===== config.mk =====
export PLATFORM = sky130hd
export DESIGN_NAME = reset_sequencer_flat
export DESIGN_NICKNAME = d
export VERILOG_FILES = /design/src/rtl/reset_sequencer_pkg.sv /design/src/rtl/reset_sequencer_if.sv /design/src/rtl/reset_sequencer_cnt.sv /design/src/rtl/reset_sequencer.sv /design/src/flat_wrapper.sv
export SDC_FILE = /design/constraint.sdc
export NUM_CORES = 1
export LEC_CHECK = 0
export CAP_MARGIN = 15
export CORE_UTILIZATION = 40
export DETAILED_ROUTE_END_ITERATION = 7
export PLACE_DENSITY = 0.62
export SYNTH_ARGS = -nofsm -noshare
export SYNTH_HDL_FRONTEND = slang
export SYNTH_HIERARCHICAL = 1
export SYNTH_SLANG_ARGS = --single-unit

===== constraint.sdc =====
create_clock -name i_clk -period 2.7 [get_ports i_clk]
set_input_delay 0.405 -clock i_clk [delete_from_list [all_inputs] [get_ports i_clk]]
set_output_delay 0.405 -clock i_clk [all_outputs]
set_load 0.01 [all_outputs]

===== src/rtl/reset_sequencer_pkg.sv =====
// Shared types and constants for the reset sequencer.
// Latency: n/a (types, constants and a constant function only).
// Backpressure: n/a.
package rstseq_pkg;

  // One-hot state encoding; any illegal pattern recovers to ST_SAFE.
  typedef enum logic [5:0] {
    ST_IDLE    = 6'b000001,
    ST_HOLD    = 6'b000010,
    ST_RELEASE = 6'b000100,
    ST_WAIT    = 6'b001000,
    ST_S_HOLD  = 6'b010000,
    ST_S_WAIT  = 6'b100000
  } state_t;

  // Recovering into HOLD re-runs a full sequence, the only state that
  // brings every domain back to a known condition.
  localparam state_t ST_SAFE = ST_HOLD;

  // Reset vectors sized for the largest supported domain count; the
  // top slices them down to N_DOMAINS.
  localparam logic [7:0] RSTV_IDLE   = 8'h00;
  localparam logic [7:0] RSTV_ASSERT = 8'hFF;

  function automatic int clog2_f(input int value);
    int res;
    int v;
    res = 0;
    v   = value - 1;
    while (v > 0) begin
      res++;
      v = v >> 1;
    end
    return res;
  endfunction

endpackage


===== src/rtl/reset_sequencer_if.sv =====
// Request/ready/reset bundle between reset generator, sequencer and domains.
// Latency: n/a (wiring only).
// Backpressure: none; ready bits are levels sampled by the sequencer.
// master: drives requests and ready bits; slave: the sequencer.
interface reset_sequencer_if #(
  parameter int N_DOMAINS = 4
);
  logic                 seqReq;
  logic [N_DOMAINS-1:0] domainRstReq;
  logic [N_DOMAINS-1:0] domainReady;
  logic [N_DOMAINS-1:0] domainRstOut;
  logic                 seqBusy;
  logic                 seqDone;
  logic                 timeoutErr;
  logic [2:0]           failDomain;

  modport master (
    output seqReq, domainRstReq, domainReady,
    input  domainRstOut, seqBusy, seqDone, timeoutErr, failDomain
  );

  modport slave (
    input  seqReq, domainRstReq, domainReady,
    output domainRstOut, seqBusy, seqDone, timeoutErr, failDomain
  );
endinterface


===== src/rtl/reset_sequencer_cnt.sv =====
// Shared saturating cycle counter with clear and terminal-value compare.
// Latency: clear takes effect next cycle; o_term_hit is combinational on the count.
// Backpressure: none.
// Ports: i_clk, i_resetn (sync, active-low), i_clr, i_term (loaded compare value), o_term_hit.
module rstseq_cnt #(
  parameter int CNT_W = 16
) (
  input  logic             i_clk,
  input  logic             i_resetn,
  input  logic             i_clr,
  input  logic [CNT_W-1:0] i_term,
  output logic             o_term_hit
);

  logic [CNT_W-1:0] r_cnt;

  always_ff @(posedge i_clk) begin
    if (!i_resetn) begin
      r_cnt <= '0;
    end else if (i_clr) begin
      r_cnt <= '0;
    end else if (r_cnt != '1) begin
      // Saturate so an unbounded wait can never wrap into a false hit.
      r_cnt <= r_cnt + CNT_W'(1);
    end
  end

  assign o_term_hit = (r_cnt == i_term);

endmodule


===== src/rtl/reset_sequencer.sv =====
// Sequences N reset domains: assert all, release in index order, wait for ready.
// Latency: HOLD + N*(GAP+1) cycles from HOLD entry to seqDone when all domains are ready.
// Backpressure: none; requests outside IDLE are dropped (seqReq always restarts).
// Ports: i_clk, i_resetn (sync, active-low), bus (slave modport: seqReq,
//   domainRstReq, domainReady in; domainRstOut, seqBusy, seqDone, timeoutErr, failDomain out).
// Build option RSTSEQ_TIMEOUT_EN: when defined, a domain that stays not-ready for
//   TIMEOUT_CYCLES is flagged and skipped; otherwise waits are unbounded.
module reset_sequencer
  import rstseq_pkg::*;
#(
  parameter int N_DOMAINS      = 4,
  parameter int HOLD_CYCLES    = 16,
  parameter int GAP_CYCLES     = 8,
  parameter int TIMEOUT_CYCLES = 1024,
  parameter int CNT_W          = 16
) (
  input  logic               i_clk,
  input  logic               i_resetn,
  reset_sequencer_if.slave   bus
);

  localparam int IDX_W = (N_DOMAINS > 1) ? clog2_f(N_DOMAINS) : 1;

  localparam logic [N_DOMAINS-1:0] RST_ALL  = RSTV_ASSERT[N_DOMAINS-1:0];
  localparam logic [N_DOMAINS-1:0] RST_NONE = RSTV_IDLE[N_DOMAINS-1:0];

  // Terminal counts are N-1 because the counter starts at 0 on state entry.
  localparam logic [CNT_W-1:0] HOLD_TERM = CNT_W'(HOLD_CYCLES - 1);
  localparam logic [CNT_W-1:0] GAP_TERM  = CNT_W'(GAP_CYCLES - 1);
  localparam logic [CNT_W-1:0] TMO_TERM  = CNT_W'(TIMEOUT_CYCLES - 1);

  state_t               r_state, w_state_nxt;
  logic [IDX_W-1:0]     r_idx, w_idx_nxt, w_idx_inc, w_req_idx;
  logic [N_DOMAINS-1:0] r_rst_out, w_rst_nxt;
  logic                 r_busy;
  logic                 r_done, w_done_nxt;
  logic                 r_err, w_err_nxt;
  logic [2:0]           r_fd, w_fd_nxt;
  logic                 w_cnt_clr;
  logic                 w_term_hit;
  logic [CNT_W-1:0]     w_term;
  logic                 w_rdy_sel;
  logic                 w_tmo;

  rstseq_cnt #(.CNT_W(CNT_W)) u_cnt (
    .i_clk      (i_clk),
    .i_resetn   (i_resetn),
    .i_clr      (w_cnt_clr),
    .i_term     (w_term),
    .o_term_hit (w_term_hit)
  );

  always_comb begin
    case (r_state)
      ST_HOLD, ST_S_HOLD: w_term = HOLD_TERM;
      ST_RELEASE:         w_term = GAP_TERM;
      default:            w_term = TMO_TERM;
    endcase
  end

  // w_term selects TMO_TERM in the wait states, so a hit there is a timeout.
`ifdef RSTSEQ_TIMEOUT_EN
  assign w_tmo = w_term_hit;
`else
  assign w_tmo = 1'b0;
`endif

  assign w_idx_inc = r_idx + IDX_W'(1);
  assign w_rdy_sel = bus.domainReady[r_idx];

  // Lowest requested domain wins a single reset.
  always_comb begin
    w_req_idx = '0;
    for (int i = N_DOMAINS - 1; i >= 0; i--) begin
      if (bus.domainRstReq[i]) w_req_idx = IDX_W'(i);
    end
  end

  always_comb begin
    w_state_nxt = r_state;
    w_idx_nxt   = r_idx;
    w_rst_nxt   = r_rst_out;
    w_done_nxt  = 1'b0;
    w_err_nxt   = r_err;
    w_fd_nxt    = r_fd;
    w_cnt_clr   = 1'b0;

    if (bus.seqReq) begin
      // Full sequence from any state, including restart of itself.
      w_state_nxt = ST_HOLD;
      w_idx_nxt   = '0;
      w_rst_nxt   = RST_ALL;
      w_err_nxt   = 1'b0;
      w_fd_nxt    = 3'd0;
      w_cnt_clr   = 1'b1;
    end else begin
      case (r_state)
        ST_IDLE: begin
          w_cnt_clr = 1'b1;
          if (|bus.domainRstReq) begin
            w_state_nxt            = ST_S_HOLD;
            w_idx_nxt              = w_req_idx;
            w_rst_nxt              = RST_NONE;
            w_rst_nxt[w_req_idx]   = 1'b1;
          end
        end
        ST_HOLD: begin
          if (w_term_hit) begin
            w_state_nxt  = ST_RELEASE;
            w_idx_nxt    = '0;
            w_rst_nxt[0] = 1'b0;
            w_cnt_clr    = 1'b1;
          end
        end
        ST_RELEASE: begin
          if (w_term_hit) begin
            w_state_nxt = ST_WAIT;
            w_cnt_clr   = 1'b1;
          end
        end
        ST_WAIT: begin
          // Ready wins over a timeout landing in the same cycle; either way
          // the sequence moves on so one dead domain cannot stall the rest.
          if (w_rdy_sel || w_tmo) begin
            if (!w_rdy_sel) begin
              w_err_nxt = 1'b1;
              w_fd_nxt  = 3'(r_idx);
            end
            w_cnt_clr = 1'b1;
            if (r_idx == IDX_W'(N_DOMAINS - 1)) begin
              w_state_nxt = ST_IDLE;
              w_done_nxt  = 1'b1;
            end else begin
              w_state_nxt          = ST_RELEASE;
              w_idx_nxt            = w_idx_inc;
              w_rst_nxt[w_idx_inc] = 1'b0;
            end
          end
        end
        ST_S_HOLD: begin
          if (w_term_hit) begin
            w_state_nxt      = ST_S_WAIT;
            w_rst_nxt[r_idx] = 1'b0;
            w_cnt_clr        = 1'b1;
          end
        end
        ST_S_WAIT: begin
          if (w_rdy_sel || w_tmo) begin
            if (!w_rdy_sel) begin
              w_err_nxt = 1'b1;
              w_fd_nxt  = 3'(r_idx);
            end
            w_state_nxt = ST_IDLE;
            w_done_nxt  = 1'b1;
            w_cnt_clr   = 1'b1;
          end
        end
        default: begin
          w_state_nxt = ST_SAFE;
          w_idx_nxt   = '0;
          w_rst_nxt   = RST_ALL;
          w_cnt_clr   = 1'b1;
        end
      endcase
    end
  end

  always_ff @(posedge i_clk) begin
    if (!i_resetn) begin
      r_state   <= ST_HOLD;
      r_idx     <= '0;
      r_rst_out <= RST_ALL;
      r_busy    <= 1'b1;
      r_done    <= 1'b0;
      r_err     <= 1'b0;
      r_fd      <= 3'd0;
    end else begin
      r_state   <= w_state_nxt;
      r_idx     <= w_idx_nxt;
      r_rst_out <= w_rst_nxt;
      r_busy    <= (w_state_nxt != ST_IDLE);
      r_done    <= w_done_nxt;
      r_err     <= w_err_nxt;
      r_fd      <= w_fd_nxt;
    end
  end

  assign bus.domainRstOut = r_rst_out;
  assign bus.seqBusy      = r_busy;
  assign bus.seqDone      = r_done;
  assign bus.timeoutErr   = r_err;
  assign bus.failDomain   = r_fd;

endmodule

===== src/flat_wrapper.sv =====
// flat-port wrapper written by rule: the top's interface ports become plain ports
module reset_sequencer_flat import rstseq_pkg::*;
#(
  parameter int N_DOMAINS      = 4,
  parameter int HOLD_CYCLES    = 16,
  parameter int GAP_CYCLES     = 8,
  parameter int TIMEOUT_CYCLES = 1024,
  parameter int CNT_W          = 16
)
  (i_clk, i_resetn, bus_seqReq, bus_domainRstReq, bus_domainReady, bus_domainRstOut, bus_seqBusy, bus_seqDone, bus_timeoutErr, bus_failDomain);
  reset_sequencer_if #(.N_DOMAINS(N_DOMAINS)) bus_i ();
  input  logic i_clk;
  input  logic i_resetn;
  input wire logic [$bits(bus_i.seqReq)-1:0] bus_seqReq;
  input wire logic [$bits(bus_i.domainRstReq)-1:0] bus_domainRstReq;
  input wire logic [$bits(bus_i.domainReady)-1:0] bus_domainReady;
  output wire logic [$bits(bus_i.domainRstOut)-1:0] bus_domainRstOut;
  output wire logic [$bits(bus_i.seqBusy)-1:0] bus_seqBusy;
  output wire logic [$bits(bus_i.seqDone)-1:0] bus_seqDone;
  output wire logic [$bits(bus_i.timeoutErr)-1:0] bus_timeoutErr;
  output wire logic [$bits(bus_i.failDomain)-1:0] bus_failDomain;
  assign bus_i.seqReq = bus_seqReq;
  assign bus_i.domainRstReq = bus_domainRstReq;
  assign bus_i.domainReady = bus_domainReady;
  assign bus_domainRstOut = bus_i.domainRstOut;
  assign bus_seqBusy = bus_i.seqBusy;
  assign bus_seqDone = bus_i.seqDone;
  assign bus_timeoutErr = bus_i.timeoutErr;
  assign bus_failDomain = bus_i.failDomain;
  reset_sequencer #(.N_DOMAINS(N_DOMAINS), .HOLD_CYCLES(HOLD_CYCLES), .GAP_CYCLES(GAP_CYCLES), .TIMEOUT_CYCLES(TIMEOUT_CYCLES), .CNT_W(CNT_W)) u_core (.i_clk(i_clk), .i_resetn(i_resetn), .bus(bus_i));
endmodule

==> impl_metrics.tcl <==
set metrics [dict create \
    ant_nets 0 \
    antenna_found_initial 0 \
    timing.final.crit_share_pct 93.41 \
    tightest_slew_ns 0.7337 \
    end_kind "flop" \
    outcome "finished, final reports clean" \
    hold_buffers 0 \
    ys_ff_latch 30 \
    wirelength_microns 4955 \
    ys_seq_area_share_pct 28.61 \
    synth_area_leaders "dfxtp_1 (29%), xnor2_1 (7.1%), ha_1 (3.6%)" \
    n_antenna_cell 0 \
    ys_warn_count 6 \
    place.gp.congestion 0.8957 \
    postSynth.asyncResetShare_pct 0 \
    layout_common_cells "dfxtp_1 (29), xnor2_1 (17), clkdlybuf4s50_1 (16), buf_4 (16), nand3_1 (15)" \
    cts_num_sinks 30 \
    globalRouteTotalUtil_pct 19.24 \
    synth.distinct_cells 61 \
    maxSlewHeadroom_pct 50.71 \
    clock.fmax_mhz 396.5 \
    seqCellArea_sq_um 601.8 \
    grt_overflow 0 \
    criticalPathCategory "reg -> reg" \
    final_common_cell "dfxtp_1" \
    final-hold-violation-count 0 \
    stdcell_count 350 \
    vias 1942 \
    post-route-drc-count 0 \
    fill_cells 477 \
    netlist_area_sq_mm 0.002100 \
    clock_skew_ns 0.007128 \
    htreeDepth 2 \
    num_rows 26 \
    cts_tree "built" \
    hpwl_microns 3778 \
    io_buffers 16 \
    finalMaxSlewViolations 0 \
    synth_ff_type "dfxtp_1" \
    syn_area_per_cell_sq_um 8.605 \
    die-area_sq_mm 0.005543 \
    clock_path_buffers 2 \
    grt_pass1_vias 1707 \
    clock_latency_ns 0.28 \
    holdCritPathClass "reg -> reg" \
    initial_core_util_pct 41.37 \
    crit_path_max_fanout 7 \
    clkTransAtPathRegs_ns 0.07 \
    start_kind "flop" \
    area_growth_pct 23.84 \
    multi_input_area_sq_mm 0.001453 \
    fin_crit_ns 2.522 \
    drive_gt1_share_pct 17.86 \
    core_area_sq_mm 0.005075 \
    dieHeight_microns 74.45 \
    setup_violations 0 \
    required_ns 2.91 \
    drt-initial-drc-count 148 \
    cts-root-buf "clkbuf_8" \
    dp_cells 340 \
    synth_top_area_share_pct 28.61 \
    wire_per_inst_microns 14.16 \
    synth-edff-count 0 \
    grt_pass1_wl_microns 8114 \
    die_w_microns 74.45 \
    tns_ns 0 \
    ir_drop_mv 0.2969 \
    arrival_ns 2.73 \
    synth_top_area_cell "dfxtp_1" \
    p_leak_uw 0.0009210 \
    grt_setup_unrepaired "false" \
    cts_buffers 5 \
    drtPass1Iterations 4 \
    pin_count 21 \
    nNetsFinal 296 \
    drv_cap 0 \
    power_density_mw_per_mm2 415.2 \
    syn_inst 244 \
    viasPerCell 5.549 \
    grt_max_degree 15 \
]
==> worst max-delay path, cell delays in order, from the launching register on <==
cell,delay (ns)
dfxtp_1,0.35
nor4_4,0.36
nand3b_4,0.10
and2_4,0.18
xnor2_1,0.15
nand4_1,0.12
nor4_2,0.27
buf_4,0.17
buf_4,0.12
o21ai_2,0.08
or3_4,0.35
o211ai_1,0.18
==> what timing repair did <==
item / in CTS / in global routing
endpoints found under the hold margin: 0 / 0
gates resized for setup: 0 / 2
setup endpoints to repair: 0 / 6
setup buffers: 0 / 2
==> where the power goes <==
group          internal, uW  leakage [uW]  switching [uW]
sequential              444      0.000243            2.93
clock                   394     0.0000714             176
combinational          32.8      0.000607            30.7
total                   870      0.000921             209
==> through the flow <==
| step | total power, uW | cell area (sq um) | hold slack, ns | util, % | worst slack (ns) |
|---|---|---|---|---|---|
| after floorplan | 494.9 | 2168 | 0.5047 | - | 0.04306 |
| after global placement | 519.1 | 2436 | 0.4925 | 48.00 | 0.2101 |
| after detailed placement | 519.9 | 2436 | 0.4949 | 48.00 | 0.1480 |
| after CTS | 1096 | 2579 | 0.5146 | 50.81 | 0.1192 |
| after global routing | 1126 | 2600 | 0.5373 | 51.23 | 0.01264 |
| final | 1079 | 2600 | 0.5088 | 51.23 | 0.1780 |
==> cell families after synthesis <==
kind of cell	count (synthesis)	share of synthesized area, %
XOR/XNOR	21	8.760
adder cells (fa/ha/maj)	6	3.576
flip-flops	30	28.61
multiplexers	4	2.562
other	2	0.3577
AND/OR/NAND/NOR	90	27.65
AO/OA/AOI/OAI	71	23.24
buffers and inverters	20	5.244
==> cells in the mapped netlist, types with 5 or more instances <==
master	count
a21oi_1	14
a31oi_1	7
buf_2	6
buf_4	5
dfxtp_1	30
ha_1	6
nand2_1	10
nand3_1	15
nand4_1	7
nor2_1	14
nor3_1	7
o21ai_0	12
o22ai_1	6
xnor2_1	17
==> sequential cells by signal, summed over array words and instances, names as in the netlist <==
name	count
u_core/bus.domainRstOut	4
u_core/bus.seqBusy	1
u_core/bus.seqDone	1
u_core/r_idx	2
u_core/r_state	6
u_core/u_cnt/r_cnt	16
==> layer usage <==
metal	vias up	track usage (%)	wire length, microns
met5	-	0	0
met4	0	5.660	57
met3	7	4.065	321
met2	59	27.13	2065
met1	900	28.98	2509
li1	976	-	-
==> worst paths after layout <==
kind                                   start                          to  slack (ns)  cells past startpoint
setup / recovery           u_core/r_state[4]  u_core/bus.domainRstOut[3]        0.18                     11
hold / removal    u_core/bus.domainRstOut[3]  u_core/bus.domainRstOut[3]        0.51                      2
setup reg to reg           u_core/r_state[4]  u_core/bus.domainRstOut[3]        0.18                     11
hold reg to reg   u_core/bus.domainRstOut[3]  u_core/bus.domainRstOut[3]        0.51                      2
==> area by class of cell <==
class	instances	area share, %
timing repair buffer	33	11.55
inverter	4	0.5775
multi-input combinational	205	55.87
clock inverter	2	2.310
tap	70	3.369
clock buffer	6	3.176
sequential	30	23.15
Power figures use the tool's default switching activity.
